File: config.mk
export PLATFORM = sky130hd
export DESIGN_NAME = instruction_fetch_unit
export DESIGN_NICKNAME = d
export VERILOG_FILES = /design/src/rtl/instruction_fetch_unit.sv
export SDC_FILE = /design/constraint.sdc
export NUM_CORES = 1
export LEC_CHECK = 0
export BUFFER_PORTS_ARGS = -buffer_cell sky130_fd_sc_hd__buf_4
export CAP_MARGIN = 20
export CORE_MARGIN = 3
export CORE_UTILIZATION = 45
export CTS_CLUSTER_SIZE = 25
export DETAILED_ROUTE_END_ITERATION = 8
export PLACE_DENSITY = 0.86
export RECOVER_POWER = 100
export REMOVE_ABC_BUFFERS = 1
export SLEW_MARGIN = 20
export SYNTH_ARGS = -nofsm -noshare
export SYNTH_HDL_FRONTEND = slang
export SYNTH_SLANG_ARGS = --single-unit
File: constraint.sdc
create_clock -name clock -period 4.1 [get_ports clock]
set_clock_uncertainty 0.2 [all_clocks]
set_input_delay 0.82 -clock clock [delete_from_list [all_inputs] [get_ports clock]]
set_output_delay 0.82 -clock clock [all_outputs]
set_load 0.02 [all_outputs]
File: src/rtl/instruction_fetch_unit.sv
// instruction_fetch_unit
// Single-outstanding instruction fetch engine. Presents a word-aligned
// address to instruction memory, waits (bounded by MAX_WAIT_CYCLES) for the
// acknowledge, then holds the fetched word for decode until it is accepted.
// Misaligned program counters and memory timeouts park the unit in a sticky
// error state that only flush or reset clears.
//
// Optional feature: define FETCH_COUNTER_EN to add the 32-bit fetchCount
// output, which counts instructions handed to decode.
module instruction_fetch_unit #(
    parameter int unsigned MAX_WAIT_CYCLES = 255  // legal range 1..65535
) (
    input  logic        clock,
    input  logic        reset,
    input  logic [31:0] pcIn,
    input  logic        flush,
    output logic [31:0] memAddress,
    output logic        memRequest,
    input  logic        memAck,
    input  logic [31:0] memData,
    output logic [31:0] instruction,
    output logic [31:0] instructionPC,
    output logic        instructionValid,
    input  logic        instructionReady,
    output logic        fetchMisaligned,
    output logic        fetchTimeout
`ifdef FETCH_COUNTER_EN
    ,
    output logic [31:0] fetchCount
`endif
);

    typedef enum logic [1:0] {
        IDLE    = 2'd0,
        REQUEST = 2'd1,
        VALID   = 2'd2,
        ERROR   = 2'd3
    } state_t;

    // The wait counter only ever reaches MAX_WAIT_CYCLES-1, so 16 bits cover
    // the whole legal range; the incremented value is compared at 17 bits.
    localparam logic [16:0] WAIT_LIMIT = 17'(MAX_WAIT_CYCLES);

    state_t      state_q,       state_d;
    logic [31:0] addr_q,        addr_d;
    logic [31:0] instr_q,       instr_d;
    logic [31:0] instr_pc_q,    instr_pc_d;
    logic        misaligned_q,  misaligned_d;
    logic        timeout_q,     timeout_d;
    logic [15:0] wait_cnt_q,    wait_cnt_d;
    logic [16:0] wait_cnt_inc;
`ifdef FETCH_COUNTER_EN
    logic [31:0] fetch_count_q, fetch_count_d;
`endif

    assign wait_cnt_inc = {1'b0, wait_cnt_q} + 17'd1;

    // Next-state and datapath update; flush dominates every other input.
    always_comb begin
        // NOTE: every variable gets its hold value first so no path through
        // the case statement can leave one unassigned and infer a latch.
        state_d      = state_q;
        addr_d       = addr_q;
        instr_d      = instr_q;
        instr_pc_d   = instr_pc_q;
        misaligned_d = misaligned_q;
        timeout_d    = timeout_q;
        wait_cnt_d   = wait_cnt_q;
`ifdef FETCH_COUNTER_EN
        fetch_count_d = fetch_count_q;
`endif
        if (flush) begin
            state_d      = IDLE;
            misaligned_d = 1'b0;
            timeout_d    = 1'b0;
            wait_cnt_d   = 16'd0;
        end else begin
            case (state_q)
                IDLE: begin
                    if (pcIn[1:0] == 2'b00) begin
                        addr_d     = pcIn;
                        wait_cnt_d = 16'd0;
                        state_d    = REQUEST;
                    end else begin
                        misaligned_d = 1'b1;
                        state_d      = ERROR;
                    end
                end
                REQUEST: begin
                    // An acknowledge in the timeout cycle still completes the fetch.
                    if (memAck) begin
                        instr_d    = memData;
                        instr_pc_d = addr_q;
                        state_d    = VALID;
                    end else if (wait_cnt_inc == WAIT_LIMIT) begin
                        timeout_d = 1'b1;
                        state_d   = ERROR;
                    end else begin
                        wait_cnt_d = wait_cnt_inc[15:0];
                    end
                end
                VALID: begin
                    if (instructionReady) begin
                        state_d = IDLE;
`ifdef FETCH_COUNTER_EN
                        fetch_count_d = fetch_count_q + 32'd1;
`endif
                    end
                end
                ERROR: begin
                    state_d = ERROR;
                end
                default: begin
                    state_d = IDLE;
                end
            endcase
        end
    end

    // State and datapath registers with asynchronous active-high reset.
    always_ff @(posedge clock or posedge reset) begin
        // NOTE: every register here, data included, is reset so the outputs
        // read as zero the moment reset asserts, not one edge later.
        if (reset) begin
            state_q      <= IDLE;
            addr_q       <= 32'd0;
            instr_q      <= 32'd0;
            instr_pc_q   <= 32'd0;
            misaligned_q <= 1'b0;
            timeout_q    <= 1'b0;
            wait_cnt_q   <= 16'd0;
`ifdef FETCH_COUNTER_EN
            fetch_count_q <= 32'd0;
`endif
        end else begin
            // NOTE: non-blocking assignments so every flop samples the
            // pre-edge values regardless of statement order.
            state_q      <= state_d;
            addr_q       <= addr_d;
            instr_q      <= instr_d;
            instr_pc_q   <= instr_pc_d;
            misaligned_q <= misaligned_d;
            timeout_q    <= timeout_d;
            wait_cnt_q   <= wait_cnt_d;
`ifdef FETCH_COUNTER_EN
            fetch_count_q <= fetch_count_d;
`endif
        end
    end

    // Every output is decoded directly from registered state.
    assign memRequest       = (state_q == REQUEST);
    assign instructionValid = (state_q == VALID);
    assign memAddress       = addr_q;
    assign instruction      = instr_q;
    assign instructionPC    = instr_pc_q;
    assign fetchMisaligned  = misaligned_q;
    assign fetchTimeout     = timeout_q;
`ifdef FETCH_COUNTER_EN
    assign fetchCount       = fetch_count_q;
`endif

endmodule

==> summary.md, run 1 <==
| Metric | Value |
|---|---|
| Net Switching | `~1.5 mW` |
| HPWL Detailed | `8.36 mm` |
| Reg clk slew, reported paths | `0.05 ns` |
| Clock sinks | `116` |
| Synth Instances | `365` |
| Synth cell types | `41` |
| RD Place Congestion | `0.862` |
| Syn Std Cell Area | `around 4900 um^2` |
| Post-CTS Setup Bufs | `0` |
| Hold_ws | `0.303 ns` |
| Critical path launch point | `state_q[1]` |
| Antenna Nets Post-Route | `0` |
| RSZ-0062 raised after global routing | `no` |
| DRC Markers | `0` |
| Starting DRC count in detailed routing | `279` |
| Fillers | `867` |
| Register area share after synthesis | `59.5%` |
| Total CTS buffers | `17` |
| Drt total wl | `between 10 and 15 mm` |
| Vias per Instance | `5.27` |
| P_int | `~2.9 mW` |
| Initial antenna violation count | `0` |
| Largest net degree at the start of global routing | `65` |
| Critical Path Start Type | `register` |
| Worst r2r src | `state_q[1]` |
| Worst Setup EP | `instructionPC[28]` |
| CTS HTree Levels | `4` |
| Cells on worst reg2reg path | `5` |
| Die area | `12100 um^2` |
| Mean post-synth cell area | `between 10 and 15 um^2` |
| Post-synthesis async set-or-reset flop share | `100%` |
| Post-synth EDFFs | `0` |
| Commonest cells after routing, fill and taps aside | `dfrtp_1 (116), clkbuf_1 (104), mux2_2 (89)` |
| Antenna Cells | `0` |
| Die height | `110 um` |
| Worst hold path type | `register to register` |
| Worst flop-to-flop path endpoint | `instructionPC[28]` |
| YS warnings | `0` |
| P&R area growth vs syn | `32.2%` |
| Initial Util | `46.9%` |
| Clock network fraction of design power | `between 30 and 40%` |
| Slew Limit Fails | `roughly 150` |
| First-pass GRT wire length | `18.1 mm` |
| Crit path kind | `register to register` |
| Max cap viols | `3` |
| Cts repair resizes | `0` |
| Switching share of power | `34.1%` |
| Combinational power share | `27.8%` |
| Yosys top cell by area | `dfrtp_1` |
| Vias in the first global route | `3667` |
| Leak | `2.84 nW` |
| I/O Pins | `169` |
| Sequential share of power | `39.6%` |
| Prevailing post-synth register cell | `dfrtp_1` |
| Final Cycle Share | `78.6%` |
| Top-area cell type share of the netlist area | `between 50% and 60%` |
| Nets | `607` |
| Commonest non-fill, non-tap cell in the layout | `dfrtp_1` |
| IO Port Bufs | `168` |
| Post-DR wirelength/cell | `17.1 um` |
| Vias post-DR | `3610` |
| CP Capture Type | `register` |
| Violated checks | `capacitance limit, slew limit` |
| Peak VDD IR | `0.292 mV` |
| All-layer global routing usage | `between 15 and 20%` |
| Required @ worst endpoint | `4.27 ns` |
| Clk root buf | `clkbuf_8` |
| Crit path DAT | `3.39 ns` |
| TritonCTS clock tree | `built` |
| Synth area leaders | `dfrtp_1 (59%), mux2_2 (21%), o21ai_0 (1.8%)` |
| Core area | `approximately 10000 um^2` |
| Max clock buf depth | `2` |
| Crit Path Max Fanout | `64` |
| Drt pass-1 iters | `4` |
| Final Hold Viols | `0` |
| HP Start | `instructionPC[22]` |
| Site row count | `37` |
| Maximum clock rate | `310 MHz` |
| P per Cell Area | `672 nW/um^2` |
| Relative slew margins | `-62.9%` |
| Minimum clock period | `3.22 ns` |
| Final Setup Violations | `0` |
| Worst-Skew Late Latency | `0.49 ns` |
| Share of cells above drive strength 1 | `36.1%` |
| Yosys reg bits | `116` |
| Cts hold-fix bufs | `0` |
| Run status | `finished, violations left` |
| Slew at the pin with the worst max-slew slack | `~2.4 ns` |
| Grt total ovfl | `0` |
| Setup_tns | `0 ns` |
| DIE WIDTH | `about 110 um` |
| Flop2flop setup slack | `0.88 ns` |
registers in the layout, summed over array words and instances (netlist names):
signal,cells
wait_cnt_q,16
instruction,32
instructionPC,32
fetchTimeout,1
fetchMisaligned,1
state_q,2
memAddress,32
power groups by stage:
stage / combinational, mW / clock (mW) / sequential, mW
finish: 1.21 / 1.41 / 1.72
global placement: 1.47 / 0 / 1.71
CTS: 1.51 / 1.44 / 1.73
floorplan: 0.362 / 0 / 2.12
global route: 1.29 / 1.50 / 1.76
detailed placement: 1.50 / 0 / 1.74
layer usage:
metal	up-vias	track usage, %	part of all wire, %
met4	0	5.45	0.30
met3	5	5.47	7.9
met5	-	0	0
met2	123	34.8	53
li1	1665	-	-
met1	1817	22.6	39
logic make-up after synthesis:
group | count (synthesis) | share of synthesized area, %
adder cells (fa/ha/maj) | 2 | 0.512
multiplexers | 95 | 21.9
buffers and inverters | 25 | 2.20
flip-flops | 116 | 59.5
AO/OA/AOI/OAI | 45 | 5.92
XOR/XNOR | 5 | 0.897
AND/OR/NAND/NOR | 77 | 9.10
worst max-delay path: stages (launching register included):
cell	delay, ns
dfrtp_1	0.43
nand2b_1	0.21
nor2_1	0.36
and2_2	0.22
clkbuf_2	1.14
mux2_2	0.45
per-stage QoR:
stage	setup WS [ns]	instance area [um^2]	total power, mW	cells	util, %
2_1_floorplan	-0.803	4790	2.48	345	-
3_3_place_gp	1.21	6280	3.18	653	60.3
3_5_place_dp	1.10	6280	3.24	653	60.3
4_1_cts	1.42	6860	4.68	685	65.8
5_1_grt	0.697	6450	4.56	685	61.9
6_report	0.877	6450	4.33	685	61.9
cells in the mapped netlist (2+ instances only):
| master | count |
|---|---|
| dfrtp_1 | 116 |
| mux2_2 | 89 |
| nor2_1 | 20 |
| o21ai_0 | 18 |
| nand2_1 | 13 |
| nand3_1 | 12 |
| buf_2 | 11 |
| clkbuf_1 | 9 |
| a21oi_1 | 7 |
| o31ai_1 | 7 |
| mux2_1 | 6 |
| and3_1 | 5 |
| inv_1 | 5 |
| nor3_1 | 5 |
| nand4_1 | 3 |
| nor2b_1 | 3 |
| xor2_1 | 3 |
| a211oi_1 | 2 |
| a31oi_1 | 2 |
| and2_1 | 2 |
| ha_1 | 2 |
| nand2b_1 | 2 |
| nor3_2 | 2 |
| o211ai_1 | 2 |
| or4_1 | 2 |
| xnor2_1 | 2 |
layout make-up:
| cell class | instances | area, um^2 | share of cell area (%) |
|---|---|---|---|
| clock inverters | 13 | 158 | 2.44 |
| flip-flops and latches | 116 | 2900 | 45.0 |
| repair buffers | 172 | 918 | 14.2 |
| multi-input cells | 224 | 1860 | 28.9 |
| clock buffers | 19 | 422 | 6.53 |
| well taps | 136 | 170 | 2.64 |
| inverters | 5 | 20.0 | 0.310 |
worst min path at each step:
stage / endpoint / cells after the start
floorplan: wait_cnt_q[15] / 1
global placement: memAddress[27] / 1
detailed placement: wait_cnt_q[15] / 1
CTS: wait_cnt_q[5] / 2
global route: state_q[0] / 2
finish: instructionPC[22] / 1
Power figures use the tool's default switching activity.
==> run 2: changes to the inputs <==
- clock period: 4.1 -> 2.8 ns (I/O delays scaled with it)
==> summary.md, run 2 (synthesized netlist as in run 1, its figures left out) <==
| Metric | Value |
|---|---|
| All-layer global routing usage | `19.2% (-0.19 points)` |
| Clk root buf | `clkbuf_8` |
| TritonCTS clock tree | `built` |
| Worst flop-to-flop path endpoint | `wait_cnt_q[2]` |
| Die height | `110 um (unchanged)` |
| Vias in the first global route | `3608 (-1.6%)` |
| Worst-Skew Late Latency | `0.50 ns (about the same)` |
| Run status | `complete, no violations` |
| Final Cycle Share | `92.0% (+13 points)` |
| Slowest cell on crit path | `nor4b_4` |
| Total Power | `6.65 mW (+54%)` |
| Minimum clock period | `2.58 ns (-0.646 ns)` |
| P&R area growth vs syn | `34.6%` |
| Clock sinks | `116 (unchanged)` |
| Routed metal-1 wirelength | `4.72 mm (+3.3%)` |
| Crit Path Max Fanout | `10 (-84%)` |
| Clock network fraction of design power | `35.8% (+3.2 points)` |
| Crit path kind | `register to register` |
| IO Port Bufs | `168 (unchanged)` |
| Slew Limit Fails | `0 (-100%)` |
| DRC Markers | `0 (unchanged)` |
| CP Capture Type | `register` |
| Drt pass-1 iters | `4 (unchanged)` |
| Grt total ovfl | `0 (unchanged)` |
| Core area | `10400 um^2 (unchanged)` |
| Drt total wl | `11.9 mm (+2.0%)` |
| Vias per Instance | `5.23 (-0.80%)` |
| Slew at the pin with the worst max-slew slack | `1.10 ns (-1.33 ns)` |
| DIE WIDTH | `110 um (unchanged)` |
| Sequential share of power | `37.7% (-1.9 points)` |
| Largest net degree at the start of global routing | `65 (unchanged)` |
| Nets | `611 (+0.66%)` |
| Flop2flop setup slack | `0.22 ns (-0.65 ns)` |
| Cells on worst reg2reg path | `8 (+3)` |
| Routed wl met3 | `895 um (-2.8%)` |
| Crit-path leading delay family | `simple AND/OR/NAND/NOR gates` |
| Relative slew margins | `26.3% (+89 points)` |
| Final Hold Viols | `0 (unchanged)` |
| HPWL Detailed | `8.36 mm (about the same)` |
| Met2 WL post-DR | `6.25 mm (+1.1%)` |
| Share of cells above drive strength 1 | `37.1% (+1.0 points)` |
| Starting DRC count in detailed routing | `278 (-0.36%)` |
| CTS HTree Levels | `4 (unchanged)` |
| Initial antenna violation count | `0 (unchanged)` |
| Reg clk slew, reported paths | `0.06 ns (about the same)` |
| DR top layer | `met4` |
| I/O Pins | `169 (unchanged)` |
| Worst r2r src | `wait_cnt_q[1]` |
| Leak | `2.90 nW (+2.0%)` |
| Antenna Nets Post-Route | `0 (unchanged)` |
| HP Start | `memAck` |
| Combinational power share | `26.5% (-1.3 points)` |
| Critical Path Start Type | `register` |
| Worst Hold Path EP | `state_q[0]` |
| First-pass GRT wire length | `17.8 mm (-1.8%)` |
| Commonest cells after routing, fill and taps aside | `dfrtp_1 (116), clkbuf_1 (103), mux2_2 (89)` |
| DP Area | `6320 um^2 (+0.76%)` |
| Antenna Cells | `0 (unchanged)` |
| Maximum clock rate | `388 MHz (+25%)` |
| Hold path depth | `2 (+1)` |
| Buf+Inv Stages, Crit Path | `0 (-1)` |
| Switching share of power | `32.6% (-1.5 points)` |
| Die area | `12100 um^2 (unchanged)` |
| RD Place Congestion | `0.872 (+1.2%)` |
| Final Setup Violations | `0 (unchanged)` |
| Fillers | `852 (-1.7%)` |
| Total CTS buffers | `17 (unchanged)` |
| Critical Path, Cell by Cell | `ha_1 > nand3_1 > nor3_2 > and3_1 > o2111ai_2 > nor4b_4 > or4_1 > nand3_1` |
| Max clock buf depth | `2 (unchanged)` |
| Post-DR wirelength/cell | `17.3 um (+1.4%)` |
| Required @ worst endpoint | `2.98 ns (-1.29 ns)` |
| Net Switching | `2.17 mW (+47%)` |
| Crit path DAT | `2.75 ns (-0.64 ns)` |
| Vias post-DR | `3602 (-0.22%)` |
| P per Cell Area | `1010 nW/um^2 (+51%)` |
| Commonest non-fill, non-tap cell in the layout | `dfrtp_1` |
| Peak VDD IR | `0.431 mV (+47%)` |
| Worst hold path type | `input pin to register` |
| Post-Layout Inst Area | `6570 um^2 (+1.8%)` |
| Max incr delay on CP | `0.48 ns (-0.66 ns)` |
| Max cap viols | `0 (-3)` |
| Site row count | `37 (unchanged)` |
| Initial Util | `46.9% (unchanged)` |
| Post-CTS Setup Bufs | `0 (unchanged)` |
| P_int | `4.48 mW (+57%)` |
| Worst path most repeated cell | `nand3_1` |
run 2: changes by cell type in the layout (fill, tap and decap cells not counted), moves of 2 or more:
| cell | change |
|---|---|
| buf_4 | +2 |
| bufinv_16 | +3 |
| clkbuf_2 | +2 |
| clkinv_2 | -3 |
run 2: layout make-up:
| class | instances | area (um^2) | area share, % |
|---|---|---|---|
| clock inverters | 12 | 225 | 3.43 |
| clock buffers | 20 | 435 | 6.63 |
| well taps | 136 | 170 | 2.59 |
| multi-input cells | 224 | 1880 | 28.5 |
| inverters | 5 | 20.0 | 0.305 |
| flip-flops and latches | 116 | 2900 | 44.2 |
| repair buffers | 176 | 941 | 14.3 |
run 2: what timing repair did:
| action | CTS | global route |
|---|---|---|
| endpoints found under the setup margin | 0 | 1 |
| endpoints found under the hold margin | 24 | 0 |
| gates resized for setup | 0 | 1 |
| hold buffers | 1 | 0 |
run 2: how the worst max path moves through the flow:
stage	from	end	slack (ns)	cells after the start
finish	wait_cnt_q[1]	wait_cnt_q[2]	0.22	8
global route	wait_cnt_q[1]	state_q[1]	-0.01	8
CTS	wait_cnt_q[1]	wait_cnt_q[2]	0.26	8
detailed placement	wait_cnt_q[1]	wait_cnt_q[2]	0.26	8
global placement	pcIn[1]	wait_cnt_q[14]	0.36	8
floorplan	pcIn[1]	memAddress[10]	-1.84	3
run 2: worst reg2reg max path: cells and delay by family (launching register included):
family          cells  cell delay [ns]
compound gates      1             0.13
fa+ha+maj           1             0.25
flops               1             0.46
simple gates        6             1.40
run 2: stage by stage:
| step | std cells | util (%) | setup slack (ns) | hold slack (ns) | TNS, ns |
|---|---|---|---|---|---|
| 6_report | 689 | 63.1 | 0.224 | 0.0762 | 0 |
| 5_1_grt | 689 | 63.1 | -0.0102 | 0.0477 | -0.0102 |
| 4_1_cts | 689 | 67.2 | 0.255 | 0.0505 | 0 |
| 3_5_place_dp | 656 | 60.7 | 0.261 | 0.290 | 0 |
| 3_3_place_gp | 656 | 60.7 | 0.359 | 0.287 | 0 |
| 2_1_floorplan | 345 | - | -1.84 | 0.270 | -200.66 |
run 2: power groups by stage:
stage | logic (mW) | registers [mW] | clock network, mW
finish | 1.76 | 2.51 | 2.38
floorplan | 0.530 | 3.10 | 0
global placement | 2.16 | 2.50 | 0
CTS | 2.22 | 2.52 | 2.42
global route | 1.89 | 2.57 | 2.52
detailed placement | 2.20 | 2.54 | 0
run 2: per-layer routing:
| layer | vias up | track usage (%) |
|---|---|---|
| met4 | 0 | 5.28 |
| met2 | 131 | 35.5 |
| met3 | 9 | 5.71 |
| met1 | 1794 | 21.3 |
| li1 | 1668 | - |
| met5 | - | 0 |
